<file path="config.mk">
export PLATFORM = sky130hd
export DESIGN_NAME = btc_rx_ctrl
export DESIGN_NICKNAME = d
export VERILOG_FILES = /design/src/rtl/btc_rx_ctrl_pkg.sv /design/src/rtl/btc_rx_ctrl.sv
export SDC_FILE = /design/constraint.sdc
export NUM_CORES = 1
export LEC_CHECK = 0
export CAP_MARGIN = 25
export CORE_MARGIN = 5
export CORE_UTILIZATION = 55
export CTS_CLUSTER_SIZE = 12
export DETAILED_ROUTE_END_ITERATION = 8
export PLACE_DENSITY = 0.8
export SYNTH_ARGS = -nofsm -noshare
export SYNTH_HDL_FRONTEND = slang
export SYNTH_SLANG_ARGS = --single-unit
</file>
<file path="constraint.sdc">
create_clock -name clk -period 3.9 [get_ports clk]
set_input_delay 0.78 -clock clk [delete_from_list [all_inputs] [get_ports clk]]
set_output_delay 0.78 -clock clk [all_outputs]
set_load 0.02 [all_outputs]
</file>
<file path="src/rtl/btc_rx_ctrl_pkg.sv">
// ============================================================================
// Module  : btc_rx_ctrl_pkg
// Brief   : Shared board-time-code message definitions (marker, flag, lengths,
//           abort cause codes) used by both transmit and receive paths.
// Revision: 1.0 - initial release
// ============================================================================
`default_nettype none

package btc_rx_ctrl_pkg;

  // Frame delimiters and header bytes
  localparam logic [7:0] MARKER_MASTER        = 8'hA5;
  localparam logic [7:0] FLAG_BOARD_TIME_CODE = 8'h3C;
  localparam logic [7:0] BTC_N1               = 8'h00;
  localparam logic [7:0] BTC_N2               = 8'h05;

  localparam int         BTC_PL_BYTES         = 5;
  localparam int         BTC_W                = 8 * BTC_PL_BYTES;

  // Abort cause codes reported on err_code
  localparam logic [2:0] ERR_NONE             = 3'd0;
  localparam logic [2:0] ERR_BAD_FLAG         = 3'd1;
  localparam logic [2:0] ERR_BAD_LEN          = 3'd2;
  localparam logic [2:0] ERR_TIMEOUT          = 3'd3;
  localparam logic [2:0] ERR_LINE             = 3'd4;

endpackage

`default_nettype wire

</file>
<file path="src/rtl/btc_rx_ctrl.sv">
// ============================================================================
// Module  : btc_rx_ctrl
// Brief   : Receive-side parser for board-time-code frames; delivers a 40-bit
//           time code atomically and reports aborted frames with a cause code.
// Revision: 1.0 - initial release
// ============================================================================
`default_nettype none

module btc_rx_ctrl
  import btc_rx_ctrl_pkg::*;
#(
  parameter int TIMEOUT_CYCLES = 1000,
  parameter int TMR_W          = 16
) (
  input  logic              clk,
  input  logic              rst,
  input  logic [7:0]        d,
  input  logic              d_vld,
  input  logic              d_err,
  output logic [BTC_W-1:0]  btc,
  output logic              btc_vld,
  output logic              err,
  output logic [2:0]        err_code,
  output logic              busy
);

  typedef enum logic [2:0] {
    S_IDLE    = 3'd0,
    S_FLAG    = 3'd1,
    S_N1      = 3'd2,
    S_N2      = 3'd3,
    S_PAYLOAD = 3'd4
  } state_t;

  localparam logic [TMR_W-1:0] c_tmr_last = TMR_W'(TIMEOUT_CYCLES - 1);
  localparam logic [2:0]       c_cnt_last = 3'(BTC_PL_BYTES - 1);

  state_t           r_state;
  logic [TMR_W-1:0] r_tmr;
  logic [2:0]       r_cnt;
  logic [31:0]      r_shift;

  logic             w_abort;
  logic [2:0]       w_code;
  logic             w_take;

  // Abort priority inside a frame: line error, then header mismatch, then gap timeout.
  always_comb begin
    w_abort = 1'b0;
    w_code  = ERR_LINE;
    if (r_state != S_IDLE) begin
      if (d_err) begin
        w_abort = 1'b1;
        w_code  = ERR_LINE;
      end else if (d_vld) begin
        case (r_state)
          S_FLAG: begin
            if (d != FLAG_BOARD_TIME_CODE) begin
              w_abort = 1'b1;
              w_code  = ERR_BAD_FLAG;
            end
          end
          S_N1: begin
            if (d != BTC_N1) begin
              w_abort = 1'b1;
              w_code  = ERR_BAD_LEN;
            end
          end
          S_N2: begin
            if (d != BTC_N2) begin
              w_abort = 1'b1;
              w_code  = ERR_BAD_LEN;
            end
          end
          default: ;
        endcase
      end else if (r_tmr == c_tmr_last) begin
        w_abort = 1'b1;
        w_code  = ERR_TIMEOUT;
      end
    end
  end

  assign w_take = d_vld && !d_err;

  always_ff @(posedge clk or posedge rst) begin
    if (rst) begin
      r_state  <= S_IDLE;
      r_tmr    <= '0;
      r_cnt    <= '0;
      r_shift  <= '0;
      btc      <= '0;
      btc_vld  <= 1'b0;
      err      <= 1'b0;
      err_code <= ERR_NONE;
      busy     <= 1'b0;
    end else begin
      btc_vld <= 1'b0;
      err     <= 1'b0;

      if (w_abort) begin
        err      <= 1'b1;
        err_code <= w_code;
        r_state  <= S_IDLE;
        busy     <= 1'b0;
        r_tmr    <= '0;
      end else if (w_take) begin
        r_tmr <= '0;
        case (r_state)
          S_IDLE: begin
            if (d == MARKER_MASTER) begin
              r_state <= S_FLAG;
              busy    <= 1'b1;
            end
          end
          S_FLAG: r_state <= S_N1;
          S_N1:   r_state <= S_N2;
          S_N2: begin
            r_state <= S_PAYLOAD;
            r_cnt   <= '0;
          end
          S_PAYLOAD: begin
            r_shift <= {r_shift[23:0], d};
            r_cnt   <= r_cnt + 3'd1;
            // Final byte: commit the whole code in one edge so btc never tears.
            if (r_cnt == c_cnt_last) begin
              btc     <= {r_shift, d};
              btc_vld <= 1'b1;
              r_state <= S_IDLE;
              busy    <= 1'b0;
            end
          end
          default: begin
            r_state <= S_IDLE;
            busy    <= 1'b0;
          end
        endcase
      end else if (r_state != S_IDLE) begin
        r_tmr <= r_tmr + 1'b1;
      end
    end
  end

endmodule

`default_nettype wire

</file>
## Word-level counts from Yosys, hierarchy flattened

Cells that the tools add are included.

| storage, ports and cells | value |
|---|---|
| register bits after elaboration | 100 |
| bits of input ports | 12 |
| output and inout port bits | 46 |
| word-level logic and storage cells | 73 |

| cells by class | value |
|---|---|
| $add $sub $neg | 2 |
| equal/unequal tests | 12 |
| multiplexer cells | 35 |
| bitwise operators | 1 |
| reduce and logical (&&, ||, !) cells | 14 |

Operator list:

| operator | number |
|---|---|
| 16-bit 2-to-1 mux | 3 |
| 3-bit 2-to-1 mux | 11 |
| 16-bit by 1-bit adder with 16-bit output, second input constant | 1 |
| 16-bit by 10-bit equality test with 1-bit output, second input constant | 1 |
| 1-bit 2-to-1 mux | 16 |
| 3-bit case mux with 5 select lines | 1 |
| 3-bit case mux with 3 select lines | 1 |
| 3-bit AND reduction | 3 |
| 8-bit equality test, second input constant | 1 |
| 8-bit by 3-bit != test with 1-bit output, second input constant | 1 |
| 8-bit by 6-bit != test with 1-bit output, second input constant | 1 |
| 4-bit AND reduction | 2 |
| 8-bit nonzero test | 1 |
| 3-bit by 2-bit equality test with 1-bit output, second input constant | 2 |
| 3-bit equality test, second input constant | 2 |
| 3-bit != test, second input constant | 2 |
| 1-bit case mux with 3 select lines | 2 |
| 3-bit case mux with 2 select lines | 1 |
| 3-bit nonzero test | 2 |
| 2-bit nonzero test | 2 |
| 3-bit by 1-bit adder with 3-bit output, second input constant | 1 |
| 3-bit by 1-bit equality test with 1-bit output, second input constant | 1 |
| 3-bit logical NOT | 1 |
| 3-bit OR reduction | 1 |
| 4 further kinds | 4 |

## Depth between registers and ports, before layout

| depth | value |
|---|---|
| word-level depth | 8 |
| gate-level depth with buffers | 8 |

## Worst setup path after synthesis

Ideal clock, no wire load.

| timing | value |
|---|---|
| kind | input to register |
| start point | input d_err |
| end point | register btc[0] |
| setup time | 125 ps |
| arrival time | 2090 ps |
| required time | 3775 ps |
| slack | 1685 ps |
| stages on the path | 6 |
| buffers on the path | 2 |
| cells stage by stage | buf_2 nor2b_2 nand3_2 nor2_1 buf_2 mux2_2 |

| on the way | value |
|---|---|
| cells in the longest elaborated chain, start to end | 4 |
| elaborated cells on any way between the ends | 6 |

Ends and longest elaborated chain:

| what | line | RTL |
|---|---|---|
| start, declared | btc_rx_ctrl.sv:19 | `input logic d_err,` |
| 1-bit 2-to-1 mux | btc_rx_ctrl.sv:52 | `if (d_err) begin` |
| 1-bit 2-to-1 mux | btc_rx_ctrl.sv:51 | `if (r_state != S_IDLE) begin` |
| 1-bit NOT (no line) | n/a |  |
| 4-bit AND reduction (no line) (*) | n/a |  |
| end signal, assigned | btc_rx_ctrl.sv:127 | `btc <= {r_shift, d};` |
| end, declared | btc_rx_ctrl.sv:20 | `output logic [BTC_W-1:0] btc,` |

Every way passes the cells marked *; elsewhere a longest branch is shown, timed or not.
A chain may end at the register's enable or synchronous reset.

## Worst setup path in the final report

| timing | value |
|---|---|
| start point | input d_vld |
| end point | register btc[21] |

| on the way | value |
|---|---|
| cells in the longest elaborated chain, start to end | 5 |
| elaborated cells on any way between the ends | 6 |

Ends and longest elaborated chain:

| what | line | RTL |
|---|---|---|
| start, declared | btc_rx_ctrl.sv:18 | `input logic d_vld,` |
| 1-bit 2-to-1 mux | btc_rx_ctrl.sv:55 | `end else if (d_vld) begin` |
| 1-bit 2-to-1 mux | btc_rx_ctrl.sv:52 |  |
| 1-bit 2-to-1 mux | btc_rx_ctrl.sv:51 |  |
| 1-bit NOT (no line) | n/a |  |
| 4-bit AND reduction (no line) (*) | n/a |  |

Marked as above.

==> impl_metrics.csv <==
group,metric,value,unit
synth,synth.distinct_cells,49,
critical_path,timing.rr.start,"r_tmr[0]",
route,firstDrtPassIters,4,
synth,ys_ff_latch,100,
finish,drive_gt1_frac,0.193,
critical_path,critPathTopFamily,"buffers and inverters",
floorplanning,start_util,0.560,
route,routed_wl,8390,µm
clock_tree,cts_resized,0,
power_and_ir_drop,p_clk_frac,0.339,
route,vias,2943,
clock_tree,cts_max_path_buffers,2,
clock_tree,hold_buffers,0,
synth,netlist.top_cell.by_area,"dfrtp_1",
finish,syn2layout_area_growth,20.9,%
finish,seqCellArea,2500,µm²
worst_hold_path,hold_end,"r_shift[25]",
critical_path,start_kind,"primary input",
route,via_per_inst,5.47,
finish,insertedDiodeCount,0,
power_and_ir_drop,p_int,1.58,mW
global_routing,grt_pass1_wl,14500,µm
global_routing,grt_util_all_layers,0.184,
placement,hpwlAfterDp,5910,µm
critical_path,critical_path.endpoint_type,"register",
clock_tree,htreeDepth,3,
global_routing,first_global_vias,3001,
status,status,"finished, final reports clean",
synth,syn_area,4300,µm²
route,wire_per_inst,15.6,µm
global_routing,antenna_found_initial,0,
synth,syn_inst,375,
critical_path,crit_type,"primary input to register",
timing,rsz0062_at_grt,"false",
clock_tree,cts_tree,"yes",
power_and_ir_drop,leakage,2.48,nW
route,drcViolationCount,0,
power_and_ir_drop,seqPwrFrac,0.513,
floorplanning,die_x,98.5,µm
power_and_ir_drop,peakVddDrop,0.000262,V
timing,period_needed,2.68,ns
floorplanning,dieArea,9690,µm²
floorplanning,row_count,32,
floorplanning,core_area,7690,µm²
placement,gp_congestion,0.803,
timing,fin_skew,0.0135,ns
critical_path,reg2reg_setup_slack,1.70,ns
synth,synth_seq_area_share,0.582,
critical_path,cp.required,4.14,ns
timing,setup_tns,0,ns
synth,async_reset_ff_frac,1.00,
finish,fillCellCount,600,
route,ant_nets,0,
synth,synth.top_cells.by_area,"dfrtp_1 58%, mux2_2 13%, nand2_1 7.7%",
critical_path,crit_cells,6,
timing,setup_viol,0,
timing,fin_crit_sh,0.687,
placement,port_buffers,57,
synth,synth_edf_count,0,
timing,fmax,373,MHz
critical_path,path_cells,"clkdlybuf4s50_1, nor2b_2, nand3_2, nor2_4, buf_4, mux2_2",
floorplanning,io_pins,58,
clock_tree,root_buffer,"clkbuf_8",
critical_path,max_stage_delay,0.80,ns
power_and_ir_drop,p_sw_frac,0.278,
clock_tree,clock-sinks,100,
route,drtIter0Drc,120,
clock_tree,cts_made_buffers,9,
critical_path,reg2reg_to,"r_tmr[9]",
timing,hold_viol_final,0,
worst_hold_path,hold_start,"r_shift[25]",
finish,fin_nets,446,
critical_path,rr_worst_depth,6,
synth,yosysWarnings,0,
critical_path,cp_max_fo,25,
timing,worst_pin_slew,0.653,ns
timing,max_slew_margin,0.565,
placement,post-place-cells,522,
power_and_ir_drop,p_per_area,421,nW/µm²
synth,avgSynthCellArea,11.5,µm²
critical_path,cp_slowest_cell,"clkdlybuf4s50_1",
finish,multi_input_area,1700,µm²
critical_path,crit_buf_inv,2,
worst_hold_path,hold_path.class,"register to register",
clock_tree,clk_latency,0.36,ns
worst_hold_path,whs_path_depth,2,
critical_path,critPathArrivalTime,2.92,ns
synth,syn-num-nets,390,
floorplanning,die_h,98.5,µm
power_and_ir_drop,switchingPower,607,µW
timing,final_max_slew_viol_count,0,
global_routing,grt_max_degree,56,
power_and_ir_drop,share_comb_of_total_power,0.148,
synth,synth.most_common_cell,"dfrtp_1",
flow_run,cap_violations,0,
synth,yosys-top-cells-count,"100 x dfrtp_1, 88 x nand2_1, 49 x mux2_2, 25 x nor2_1, 10 x buf_2",
synth,synth_top_area_share,0.582,
synth,synthFlopType,"dfrtp_1",
finish,final_cells,538,
global_routing,grt_overflow,0,
clock_tree,clk_pin_slew_worst_paths,0.09,ns
clock_tree,post-cts-setup-buffers,0,
[registers in the layout, indices dropped and copies added (netlist names)]
| register | flops |
|---|---|
| r_state | 3 |
| btc | 40 |
| r_cnt | 3 |
| btc_vld | 1 |
| err_code | 3 |
| busy | 1 |
| r_shift | 32 |
| r_tmr | 16 |
| err | 1 |
[per-layer routing]
metal / share of wire / track usage / up-vias
met5: 0 / 0 / -
met4: 0.022 / 0.0662 / 0
met3: 0.047 / 0.0333 / 17
met2: 0.49 / 0.300 / 77
met1: 0.44 / 0.250 / 1442
li1: - / - / 1407
[cell usage in the layout, fill, tap and decap left out, drive strengths merged, types with 4 or more instances in the layout]
cell             n
inv              9
nand3            8
nand4            5
xor2             9
clkbuf           9
a22o             4
mux2            50
o21ai            5
nand2           88
xnor2            5
clkdlybuf4s50   57
and4             5
a21oi            7
buf              6
nor2            25
dfrtp          100
[power by group through the flow]
stage          Combinational, mW  Clock [mW]  Sequential, mW
6_report                   0.324       0.741            1.12
5_1_grt                    0.356       0.805            1.13
4_1_cts                    0.327       0.759            1.12
3_3_place_gp               0.314           0            1.14
3_5_place_dp               0.320           0            1.14
2_1_floorplan              0.190           0            1.16
[stage by stage]
stage | utilization | total power, mW | worst slack [ns] | hold slack, ns | area (µm²)
after floorplan | - | 1.35 | 0.501 | 0.440 | 4300
after global placement | 0.647 | 1.45 | 0.936 | 0.454 | 4970
after detailed placement | 0.647 | 1.46 | 0.872 | 0.466 | 4970
after CTS | 0.677 | 2.21 | 1.24 | 0.490 | 5200
after global routing | 0.677 | 2.29 | 1.13 | 0.533 | 5200
final | 0.677 | 2.19 | 1.22 | 0.490 | 5200
[worst reg2reg max path, cell delays in order, from the launching register on]
cell	delay (ns)
dfrtp_1	0.41
ha_1	0.23
nor4bb_1	0.22
and4_1	0.40
nor2_1	0.11
o21ai_2	0.55
nor2_1	0.13
[layout make-up]
type,instances,share of cell area
multi-input combinational,251,0.327
clock inverter,7,0.0207
inverter,6,0.00481
sequential,100,0.481
timing repair buffer,63,0.118
tap,102,0.0245
clock buffer,9,0.0238
[cell families after synthesis]
logic type,after synthesis,share of synthesized area
buffers and inverters,24,0.0256
adder cells (fa/ha/maj),3,0.00872
multiplexers,50,0.131
flip-flops,100,0.582
AO/OA/AOI/OAI,33,0.0648
AND/OR/NAND/NOR,151,0.160
XOR/XNOR,14,0.0285
[how the worst max path moves through the flow]
stage | to | slack (ns) | startpoint
floorplan | btc[0] | 0.50 | rst
global placement | btc[32] | 0.94 | d_vld
detailed placement | btc[11] | 0.87 | d_vld
CTS | btc[11] | 1.24 | d_vld
global route | btc[21] | 1.13 | d_vld
finish | btc[21] | 1.22 | d_vld
Note: power is estimated with default switching activity, not from simulation.
